[config.mk]
export PLATFORM = sky130hd
export DESIGN_NAME = pattern_scan_ctrl
export DESIGN_NICKNAME = d
export VERILOG_FILES = /design/src/rtl/pattern_scan_ctrl.sv
export SDC_FILE = /design/constraint.sdc
export NUM_CORES = 1
export LEC_CHECK = 0
export CAP_MARGIN = 40
export CORE_ASPECT_RATIO = 1.4
export CORE_MARGIN = 4
export CORE_UTILIZATION = 53
export CTS_BUF_LIST = sky130_fd_sc_hd__clkbuf_4 sky130_fd_sc_hd__clkbuf_8
export CTS_CLUSTER_SIZE = 14
export DETAILED_ROUTE_END_ITERATION = 6
export PLACE_DENSITY_LB_ADDON = 0.3
export SYNTH_ARGS = -nofsm -noshare
export SYNTH_HDL_FRONTEND = slang
export SYNTH_SLANG_ARGS = --single-unit
[constraint.sdc]
create_clock -name clock -period 3.5 [get_ports clock]
set_clock_uncertainty 0.2 [all_clocks]
set_input_delay 0.7 -clock clock [delete_from_list [all_inputs] [get_ports clock]]
set_output_delay 0.7 -clock clock [all_outputs]
set_load 0.01 [all_outputs]
[src/rtl/pattern_scan_ctrl.sv]
// Pattern scan controller: streams a captured 16-bit word MSB-first through a
// detector bank once per pattern 0..15 and collects hits. `PATTERN_SCAN_COUNT_EN adds hit_cnt.
module pattern_scan_ctrl (
    input  logic        clock,
    input  logic        reset,
    input  logic        start,
    input  logic [15:0] data_in,
    input  logic        det_hit,
    output logic        det_seq,
    output logic [3:0]  det_sel,
    output logic        det_clr_n,
    output logic        busy,
    output logic        done,
    output logic [15:0] hit_mask
`ifdef PATTERN_SCAN_COUNT_EN
    ,
    output logic [8:0]  hit_cnt
`endif
);

    typedef enum logic [2:0] {
        IDLE  = 3'd0,
        CLEAR = 3'd1,
        SHIFT = 3'd2,
        DRAIN = 3'd3,
        NEXT  = 3'd4
    } state_t;

    state_t      state_q, state_d;
    logic [15:0] word_q, word_d;
    logic [3:0]  bitcnt_q, bitcnt_d;
    logic [3:0]  sel_q, sel_d;
    logic [15:0] mask_q, mask_d;
    logic        seq_q, seq_d;
    logic        clr_n_q, clr_n_d;
    logic        busy_q, busy_d;
    logic        done_q, done_d;
    logic        sample;
    logic [3:0]  seq_idx;
`ifdef PATTERN_SCAN_COUNT_EN
    logic [8:0]  cnt_q, cnt_d;
`endif

    always_comb begin
        state_d  = state_q;
        word_d   = word_q;
        bitcnt_d = bitcnt_q;
        sel_d    = sel_q;
        mask_d   = mask_q;
        sample   = 1'b0;
`ifdef PATTERN_SCAN_COUNT_EN
        cnt_d    = cnt_q;
`endif
        case (state_q)
            IDLE: begin
                if (start) begin
                    word_d  = data_in;
                    mask_d  = 16'h0000;
                    sel_d   = 4'd0;
                    state_d = CLEAR;
`ifdef PATTERN_SCAN_COUNT_EN
                    cnt_d   = 9'd0;
`endif
                end
            end
            CLEAR: begin
                bitcnt_d = 4'd0;
                state_d  = SHIFT;
            end
            SHIFT: begin
                // The first shifted bit cannot complete a 4-bit window yet.
                sample = (bitcnt_q != 4'd0);
                if (bitcnt_q == 4'd15) begin
                    state_d = DRAIN;
                end else begin
                    bitcnt_d = bitcnt_q + 4'd1;
                end
            end
            DRAIN: begin
                sample  = 1'b1;
                state_d = NEXT;
            end
            NEXT: begin
                if (sel_q == 4'd15) begin
                    state_d = IDLE;
                end else begin
                    sel_d   = sel_q + 4'd1;
                    state_d = CLEAR;
                end
            end
            default: state_d = IDLE;
        endcase

        if (sample && det_hit) begin
            mask_d[sel_q] = 1'b1;
`ifdef PATTERN_SCAN_COUNT_EN
            cnt_d = cnt_q + 9'd1;
`endif
        end

        // Outputs are registered from the next state so they line up with it.
        seq_idx = 4'd15 - bitcnt_d;
        busy_d  = (state_d != IDLE);
        done_d  = (state_d == NEXT) && (sel_d == 4'd15);
        clr_n_d = (state_d != CLEAR);
        seq_d   = (state_d == SHIFT) && word_d[seq_idx];
    end

    always_ff @(posedge clock or negedge reset) begin
        if (!reset) begin
            state_q  <= IDLE;
            word_q   <= 16'h0000;
            bitcnt_q <= 4'd0;
            sel_q    <= 4'd0;
            mask_q   <= 16'h0000;
            seq_q    <= 1'b0;
            clr_n_q  <= 1'b0;
            busy_q   <= 1'b0;
            done_q   <= 1'b0;
`ifdef PATTERN_SCAN_COUNT_EN
            cnt_q    <= 9'd0;
`endif
        end else begin
            state_q  <= state_d;
            word_q   <= word_d;
            bitcnt_q <= bitcnt_d;
            sel_q    <= sel_d;
            mask_q   <= mask_d;
            seq_q    <= seq_d;
            clr_n_q  <= clr_n_d;
            busy_q   <= busy_d;
            done_q   <= done_d;
`ifdef PATTERN_SCAN_COUNT_EN
            cnt_q    <= cnt_d;
`endif
        end
    end

    assign det_seq   = seq_q;
    assign det_sel   = sel_q;
    assign det_clr_n = clr_n_q;
    assign busy      = busy_q;
    assign done      = done_q;
    assign hit_mask  = mask_q;
`ifdef PATTERN_SCAN_COUNT_EN
    assign hit_cnt   = cnt_q;
`endif

endmodule

Word level (Yosys, flattened, before mapping)
Cells that the tools add are included.

operators by class
  bitwise logic cells = 1
  multiplexer cells = 19
  equal/unequal tests = 10
  add/subtract/negate cells = 3
  magnitude comparators = 3
  reductions and logical operators = 7

operators by type and width
  cell                                                                                  number
  16-bit two-way mux                                                                    5
  16-bit OR                                                                             1
  4-bit case mux with 2 select lines                                                    2
  3-bit case mux with 5 select lines                                                    1
  4-bit equality test (second input constant)                                           3
  4-bit two-way mux                                                                     3
  4-bit by 5-bit less-than comparator with 1-bit output (second input constant)         2
  3-bit by 2-bit equality test with 1-bit output (second input constant)                3
  4-bit by 1-bit adder with 4-bit output (second input constant)                        2
  3-bit equality test (second input constant)                                           2
  3-bit two-way mux                                                                     2
  1-bit binary-select mux with 4-bit select                                             1
  1-bit demux with 4-bit select                                                         1
  4-bit by 1-bit greater-or-equal comparator with 1-bit output (second input constant)  1
  1-bit logical AND                                                                     4
  4-bit nonzero test                                                                    1
  4-bit subtractor (first input constant)                                               1
  3-bit by 1-bit equality test with 1-bit output (second input constant)                1
  3-bit logical NOT                                                                     1
  1-bit two-way mux                                                                     3
  3-bit by 1-bit inequality test with 1-bit output (second input constant)              1
  3-bit nonzero test                                                                    1
  1-bit case mux with 2 select lines                                                    1

word-level totals
  register bits = 47
  bits of input ports = 20
  output and inout bits = 24

Longest topological paths before layout
Gate-level depths: netlist of run 1.

  depth after elaboration = 7
  gate-level depth with buffers = 9

Worst setup path before layout of run 1
OpenSTA, ideal clock, no wires.

  path type = input to register
  start point = input start
  end point = register seq_q (netlist: det_seq)
  cell stages on the path = 7
  data arrival time = 2.295 ns
  path slack = 0.884 ns
  data required time = 3.179 ns
  path through = or3b_4 nor2_8 mux2_2 mux2i_1 mux2i_1 or3_1 and4bb_1

between the ends
  cells in the longest elaborated chain, start to end = 5

RTL lines
  what                                       RTL line  RTL
  start: declaration                         6         input logic start,
  16-bit two-way mux                         56        if (start) begin
  16-bit two-way mux                         54        case (state_q)
  named net word_d[15]                       30        logic [15:0] word_q, word_d;
  1-bit binary-select mux with 4-bit select  106       seq_d = (state_d == SHIFT) && word_d[seq_idx];
  1-bit two-way mux (not written as such)    106
  1-bit logical AND                          106
  named net seq_d                            34        logic seq_q, seq_d;
  end signal: assignment                     129       seq_q <= seq_d;
  end: declaration                           34

The timed path passes the listed nets, and every way through them passes these cells. The select of a mux whose other input is x is not followed.

Final worst setup path of run 1
Ends and elaborated chain as after synthesis.

==> results.json, run 1 <==
{
  "cts-htree-levels": 2,
  "portBuffers": 43,
  "syn_nets": 223,
  "max_freq_ghz": 0.333,
  "finalSetupViolations": 0,
  "row_count": 27,
  "drt-total-wl_um": 4300,
  "grtUsageTotal_pct": 17.4,
  "grt_max_degree": 37,
  "crit_type": "input pin to flop",
  "power_mw": 1.02,
  "maxCapViolCount": 0,
  "dp_cells": 278,
  "grt_pass1_wl_um": 7390,
  "cts.clk_slew.worst_paths_ns": 0.08,
  "cts_inserted_buffers": 5,
  "drtPass1Iterations": 4,
  "clock_latency_ns": 0.30,
  "wl_per_cell_um": 15.0,
  "drc": 0,
  "via_per_inst": 5.51,
  "netlist_area_sq_um": 2190,
  "dieArea_sq_um": 5250,
  "grt_pass1_vias": 1660,
  "pwr-share-clk_pct": 39.4,
  "nets": 268,
  "path_max_fanout": 18,
  "startpoint_type": "input pin",
  "leakagePower_nw": 1.21,
  "crit_path_end_kind": "flop",
  "layout_min_cycle_time_ns": 3.00,
  "power-per-cell-area_nw_per_um2": 372,
  "nFillCells": 301,
  "postCtsSetupRepairBufs": 0,
  "peakVddDrop_mv": 0.349,
  "synth_seq_cells": 47,
  "synth_edf_count": 0,
  "core_area_sq_um": 3950,
  "cts_buffer_depth": 2,
  "cts-resized-gates": 0,
  "status": "complete, no violations",
  "overflow": 0,
  "clkSinkCount": 47,
  "vias": 1575,
  "ys_seq_area_share_pct": 53.6,
  "place.gp.congestion": 0.753,
  "drive_gt1_share_pct": 14.8,
  "switchingPower_mw": 0.203,
  "ioPinCount": 44,
  "initial_core_util_pct": 55.5,
  "holdCritPathClass": "input pin to async pin",
  "p_int_mw": 0.822,
  "yosysWarnings": 0,
  "stdcell_count": 286,
  "postLayoutCellArea_sq_um": 2750,
  "maxSlewViolCount": 0,
  "max-slew-margin-rel_pct": 62.1,
  "ant_nets": 0,
  "yosysUniqueCellTypes": 38,
  "synth_cells": 197,
  "worst_slack_ns": 0.500,
  "cts_hold_buf": 0,
  "grt-busiest-layer": "met2",
  "drt-initial-drc-count": 47,
  "sw_frac_of_total_pct": 19.8,
  "pwr-share-seq_pct": 54.5,
  "insertedDiodeCount": 0,
  "grt_antenna_before_repair": 0,
  "syn2layout_area_growth_pct": 25.5,
  "final_core_util_pct": 69.6,
  "die_h_um": 84.1,
  "avgSynthCellArea_sq_um": 11.1,
  "synth_ff_type": "dfrtp_1",
  "fin_setup_tns_ns": 0,
  "worst_pin_slew_ns": 0.563,
  "grt_use_met3_pct": 5.26,
  "holdWs_ns": 0.0795,
  "placed_cell_area_sq_um": 2640,
  "hold_viol": 0,
  "worstPathRequired_ns": 3.48,
  "met1_usage_pct": 19.0,
  "post-route-period-util_pct": 85.7,
  "async_reset_ff_share_pct": 100,
  "comb_power_share_pct": 6.1,
  "root_buffer": "clkbuf_8",
  "grtUsageMet2_pct": 31.3,
  "die_w_um": 62.4,
  "critPathArrivalTime_ns": 2.98,
  "dp_slack_ns": 0.168,
  "cts_tree": "done",
  "grt_setup_unrepaired": "no",
  "dpl.hpwl_um": 3260
}
## cell families (layout without fill, tap and decap cells)
group | count (synthesis) | count (layout) | share of synthesized area, %
xor gates and xnor gates | 1 | 1 | 0.399
muxes | 27 | 27 | 13.3
buffers and inverters | 15 | 61 | 4.34
AOI/OAI and AO/OA | 34 | 34 | 9.01
and+or+nand+nor | 67 | 67 | 15.9
DFF | 47 | 47 | 53.6
adders and majority gates | 6 | 6 | 3.42
## final timing paths
check	startpoint	end	slack, ns	cells after the start
setup / recovery	start	det_seq	0.50	8
hold / removal	reset	state_q[0]	0.08	1
min in group clock	hit_mask[10]	hit_mask[10]	0.28	2
hold reg to reg	hit_mask[10]	hit_mask[10]	0.28	2
setup reg to reg	state_q[0]	det_seq	0.66	7
max in group asynchronous	reset	hit_mask[9]	2.55	2
## state kept, by name (all words and copies together), names as in the netlist
name and count:
hit_mask 16, word_q 16, busy 1, det_sel 4, bitcnt_q 4, det_seq 1
det_clr_n 1, state_q 3, done 1
## Yosys cell counts, drive strengths merged, types with 3 or more instances
cell   number  area, sq um
ha          6         75.1
dfrtp      47         1180
nand3       4         20.0
o21ai      21          105
buf         5         57.6
or2         3         18.8
inv         8         30.0
a21oi       5         28.8
mux2       17          191
nor2       13         65.1
mux2i      10          100
nand2      28          105
nor3        6         30.0
## layout by cell type (no fill, tap or decap), types with 6 or more instances in the layout
cell,count
nand2_1,28
clkbuf_8,6
mux2i_1,10
inv_1,7
clkdlybuf4s50_1,42
nor2_1,12
nor3_1,6
o21ai_0,21
mux2_2,17
ha_1,6
dfrtp_1,47
## power groups by stage
stage / combinational, mW / sequential [mW] / clock (mW)
final: 0.0624 / 0.559 / 0.403
after floorplan: 0.0190 / 0.570 / 0
after global routing: 0.0699 / 0.560 / 0.438
after detailed placement: 0.0639 / 0.570 / 0
after global placement: 0.0597 / 0.569 / 0
after CTS: 0.0638 / 0.559 / 0.414
## worst max-delay path: stages
cell,delay [ns]
clkdlybuf4s50_1,0.44
or3b_4,0.41
nor2_8,0.28
mux2_2,0.39
mux2i_1,0.14
mux2i_1,0.09
or3_1,0.30
and4bb_1,0.21
## final cells by class
class | instances | area (sq um) | share of cell area (%)
sequential | 47 | 1180 | 42.7
clock buffer | 6 | 82.6 | 3.00
tap | 43 | 53.8 | 1.95
inverter | 8 | 30.0 | 1.09
timing repair buffer | 45 | 453 | 16.5
multi-input combinational | 135 | 922 | 33.5
clock inverter | 2 | 35.0 | 1.27
## metal layers
| metal | vias up | wire length, um |
|---|---|---|
| li1 | 779 | - |
| met1 | 747 | 1720 |
| met2 | 39 | 2250 |
| met3 | 10 | 223 |
| met4 | 0 | 98 |
| met5 | - | 0 |
(Power assumes the default switching activity.)
==> run 2: changes to the inputs <==
- GPL_TIMING_DRIVEN: not set -> 0
- TNS_END_PERCENT: not set -> 20
==> run 2 against run 1 <==
Wire length is 1.5% lower. First-iteration DRC count is 81% higher. Critical path depth is 1 higher. Design area rose by 1.0%. Sequential power hardly changed. Clock-buffer cell count did not move. Largest cell class unchanged. Largest power group unchanged.
==> results.json, run 2 (same netlist as run 1, synthesis figures left out) <==
{
  "grt_max_degree": 36,
  "root_buffer": "clkbuf_8",
  "initial_core_util_pct": 55.5,
  "cts_hold_buf": 0,
  "switchingPower_mw": 0.206,
  "cts_inserted_buffers": 5,
  "clkSinkCount": 47,
  "holdCritPathClass": "input pin to async pin",
  "max-slew-margin-rel_pct": 63.7,
  "dieArea_sq_um": 5250,
  "finalSetupViolations": 0,
  "via_per_inst": 5.43,
  "nFillCells": 299,
  "dp_slack_ns": 0.204,
  "drt-initial-drc-count": 85,
  "crit_type": "input pin to flop",
  "grt_setup_unrepaired": "no",
  "syn2layout_area_growth_pct": 26.8,
  "worst_slack_ns": 0.558,
  "peakVddDrop_mv": 0.320,
  "core_area_sq_um": 3950,
  "wl_per_cell_um": 14.5,
  "max_freq_ghz": 0.340,
  "dr_wl_met2_um": 2270,
  "status": "complete, no violations",
  "ioPinCount": 44,
  "path_max_fanout": 10,
  "maxSlewViolCount": 0,
  "startpoint_type": "input pin",
  "most-common-layout-cells": "47 x dfrtp_1, 42 x clkdlybuf4s50_1, 28 x nand2_1",
  "cts.clk_slew.worst_paths_ns": 0.08,
  "pwr-share-seq_pct": 59.2,
  "dpl.hpwl_um": 3290,
  "power-per-cell-area_nw_per_um2": 340,
  "hold_viol": 0,
  "vias": 1586,
  "postCtsSetupRepairBufs": 0,
  "highest_layer": "met4",
  "die_w_um": 62.4,
  "cts_buffer_depth": 2,
  "grt_pass1_vias": 1629,
  "maxCapViolCount": 0,
  "insertedDiodeCount": 0,
  "cts_tree": "done",
  "overflow": 0,
  "p_int_mw": 0.738,
  "grt_antenna_before_repair": 0,
  "regArea_sq_um": 1180,
  "drtPass1Iterations": 4,
  "layout_min_cycle_time_ns": 2.94,
  "cts-resized-gates": 0,
  "post-route-period-util_pct": 84.1,
  "place.gp.congestion": 0.804,
  "final_common_cell": "dfrtp_1",
  "crit_path_end_kind": "flop",
  "drc": 0,
  "drt-total-wl_um": 4230,
  "row_count": 27,
  "drive_gt1_share_pct": 16.1,
  "clock_latency_ns": 0.29,
  "m1WireLength_um": 1660,
  "pwr-share-clk_pct": 34.2,
  "comb_power_share_pct": 6.6,
  "leakagePower_nw": 1.22,
  "power_mw": 0.944,
  "ant_nets": 0,
  "cts-htree-levels": 2,
  "grtUsageTotal_pct": 16.9,
  "die_h_um": 84.1,
  "nets": 274,
  "routed-wl-met3_um": 211,
  "sw_frac_of_total_pct": 21.8,
  "portBuffers": 43,
  "critPathArrivalTime_ns": 2.93,
  "worst_pin_slew_ns": 0.540,
  "multi_input_area_sq_um": 922,
  "grt_pass1_wl_um": 7190,
  "fin_setup_tns_ns": 0,
  "worstPathRequired_ns": 3.49
}
[run 2: cell count changes in the layout (fill, tap and decap cells not counted)]
cell        before  now
clkbuf_8         6    5
buf_6            0    2
clkbuf_1         0    2
bufinv_16        1    0
clkbuf_4         0    1
buf_4            1    2
clkinvlp_4       0    1
buf_12           1    2
[run 2: critical path, stage by stage]
cell	delay, ns
clkdlybuf4s50_1	0.44
or3b_4	0.41
nor2_8	0.20
buf_12	0.16
mux2_2	0.34
mux2i_1	0.15
mux2i_1	0.09
o22ai_1	0.20
and4bb_1	0.23
[run 2: worst paths after layout]
kind                                   from           to  slack (ns)  cells past startpoint
worst min-delay path                  reset    word_q[4]        0.09                      1
min in group clock              hit_mask[1]  hit_mask[1]        0.28                      2
max in group asynchronous             reset  hit_mask[5]        2.53                      2
worst max-delay path                  start      det_seq        0.56                      9
worst min register to register  hit_mask[1]  hit_mask[1]        0.28                      2
worst max register to register  bitcnt_q[0]      det_seq        0.82                      9
[run 2: metal layers]
metal	vias to the layer above	track usage, %
li1	780	-
met1	756	18.9
met2	41	30.5
met5	-	0
met3	9	3.77
met4	0	7.14
[run 2: through the flow]
stage / hold slack [ns] / cells / util (%) / area (sq um)
global placement: 0.261 / 283 / 67.7 / 2680
floorplan: 0.204 / 197 / - / 2190
CTS: 0.0931 / 292 / 70.4 / 2780
finish: 0.0909 / 292 / 70.4 / 2780
global route: 0.101 / 292 / 70.4 / 2780
detailed placement: 0.269 / 284 / 68.1 / 2690
[run 2: area by class of cell]
type / instances / area share, %
plain buffers: 7 / 2.34
clock buffers: 6 / 2.74
clock inverters: 2 / 0.450
inverters: 8 / 1.08
multi-input cells: 135 / 33.2
flip-flops and latches: 47 / 42.3
well taps: 43 / 1.93
repair buffers: 44 / 16.0
[run 2: power by group through the flow]
stage / logic (mW) / clock network [mW] / registers [mW]
global placement: 0.0605 / 0 / 0.569
detailed placement: 0.0641 / 0 / 0.570
CTS: 0.0642 / 0.332 / 0.559
floorplan: 0.0190 / 0 / 0.570
finish: 0.0625 / 0.323 / 0.559
global route: 0.0699 / 0.359 / 0.561
==> run 3: changes to the inputs <==
- CORE_UTILIZATION: 53 -> 48
- clock period: 3.5 -> 2.37 ns (I/O delays scaled with it)
==> run 3 against run 2 <==
The run now ends with negative setup slack left. Clock-buffer cell count shrank 1. Non-clock buffer count grew 14. Register-to-register slack lost 1.0 ns. Clock power grew 77%. First-iteration DRC count shrank 14%. Global-route usage grew 1.2 points. Worst setup slack lost 0.77 ns. Design area grew 9.1%. Via count grew 5.0%. Largest cell class unchanged. Largest power group unchanged.
==> results.json, run 3 (same netlist as run 1, synthesis figures left out) <==
{
  "insertedDiodeCount": 0,
  "die_w_um": 65.1,
  "startpoint_type": "flop",
  "worst_slack_ns": -0.211,
  "core_area_sq_um": 4310,
  "finalSetupViolations": 1,
  "overflow": 0,
  "final_common_cell": "dfrtp_1",
  "grt_antenna_before_repair": 0,
  "post-route-period-util_pct": 109,
  "cts_tree": "done",
  "min_to": "hit_mask[3]",
  "ioPinCount": 44,
  "holdCritPathClass": "flop to flop",
  "layout_min_cycle_time_ns": 2.58,
  "portBuffers": 43,
  "path_cells": "buf_6 > or3b_4 > nor2_8 > buf_12 > buf_12 > mux2_4 > mux2i_1 > mux2i_1 > o22ai_1 > and4bb_1",
  "grt_pass1_vias": 1717,
  "grtUsageTotal_pct": 18.1,
  "worstReg2RegStart": "state_q[0]",
  "drt-initial-drc-count": 73,
  "dp_cells": 301,
  "regArea_sq_um": 1180,
  "drtPass1Iterations": 4,
  "root_buffer": "clkbuf_8",
  "cts.clk_slew.worst_paths_ns": 0.09,
  "worstPathRequired_ns": 2.36,
  "clkSinkCount": 47,
  "fin_setup_tns_ns": -0.211,
  "cpMaxStageDelayCell": "or3b_4",
  "most-common-layout-cells": "45 x dfrtp_1, 41 x clkdlybuf4s50_1, 28 x nand2_1",
  "grt_pass1_wl_um": 7820,
  "wl_per_cell_um": 14.7,
  "grt_setup_unrepaired": "yes",
  "ant_nets": 0,
  "crit_path_end_kind": "flop",
  "initial_core_util_pct": 50.9,
  "drt-total-wl_um": 4740,
  "reg2reg_to": "det_seq",
  "cpPeakStageDelay_ns": 0.43,
  "place.gp.congestion": 0.804,
  "postLayoutCellArea_sq_um": 3030,
  "drc": 0,
  "placed_cell_area_sq_um": 2720,
  "worst_pin_slew_ns": 0.547,
  "critPathArrivalTime_ns": 2.57,
  "via_per_inst": 5.17,
  "violations": "negative setup slack",
  "crit_type": "flop to flop",
  "nets": 288,
  "path_max_fanout": 6,
  "min_path_cells": 2,
  "reg2regPathDepth": 10,
  "max-slew-margin-rel_pct": 63.1,
  "power-per-cell-area_nw_per_um2": 493,
  "nFillCells": 312,
  "dieArea_sq_um": 5730,
  "cts_buffer_depth": 2,
  "stdcell_count": 322,
  "drive_gt1_share_pct": 22.5,
  "hold_start": "hit_mask[3]",
  "crit_buf_inv": 3,
  "rrSetupSlack_ns": -0.21,
  "row_count": 28,
  "dpl.hpwl_um": 3300,
  "maxCapViolCount": 0,
  "multi_input_area_sq_um": 987,
  "status": "finished, violations left",
  "grt_max_degree": 35,
  "hold_viol": 0,
  "cts-htree-levels": 2,
  "max_freq_ghz": 0.387,
  "vias": 1665,
  "cts_inserted_buffers": 5,
  "die_h_um": 88.0,
  "crit_family": "simple AND/OR/NAND/NOR gates",
  "peakVddDrop_mv": 0.345,
  "leakagePower_nw": 1.32,
  "clock_latency_ns": 0.30,
  "maxSlewViolCount": 0,
  "syn2layout_area_growth_pct": 38.3,
  "power_mw": 1.50
}
[run 3: layer usage]
metal	vias to the layer above	wire length, um	GRT usage, %
li1	808	-	-
met1	805	1880	18.7
met2	43	2550	34.1
met3	9	187	5.01
met5	-	0	0
met4	0	112	7.55
[run 3: worst max path at each step]
stage,startpoint,endpoint,depth (start not counted)
final,state_q[0],det_seq,10
after global routing,state_q[0],det_seq,10
after CTS,state_q[1],det_seq,9
after detailed placement,start,det_seq,9
after global placement,start,det_seq,9
after floorplan,state_q[0],det_seq,8
[run 3: layout make-up]
class / count / share of cell area, %
inverter: 8 / 0.990
clock buffer: 5 / 2.27
clock inverter: 2 / 1.24
multi-input combinational: 135 / 32.5
timing repair buffer: 58 / 19.4
tap: 60 / 2.47
sequential: 47 / 38.8
buffer: 7 / 2.27
[run 3: worst reg2reg max path: stages (launching register included)]
cell and delay [ns]:
dfrtp_1 0.39, buf_6 0.12, or3b_4 0.43, nor2_8 0.12, buf_12 0.14, buf_12 0.12, mux2_4 0.30, mux2i_1 0.17
mux2i_1 0.09, o22ai_1 0.16, and4bb_1 0.24
[run 3: repair_timing]
action	in CTS	in global routing
setup buffers	9	4
cloned	1	0
hold endpoints to repair	13	0
resized for setup	13	12
pin swaps	5	8
endpoints found under the setup margin	1	12
hold buffers	1	0
[run 3: per-stage QoR]
step,hold slack [ns],setup slack [ns],utilization (%)
final,0.281,-0.211,70.4
after global routing,0.307,-0.313,70.4
after CTS,0.289,-0.294,69.1
after detailed placement,0.198,-0.707,63.2
after global placement,0.259,-0.682,62.9
after floorplan,-0.0216,-0.0632,-
[run 3: report_power, final]
part	leakage (nW)	switching [mW]	internal [mW]
clock network	0.0502	0.263	0.308
logic	0.702	0.0407	0.0598
registers	0.572	0.00721	0.819
total	1.32	0.311	1.19
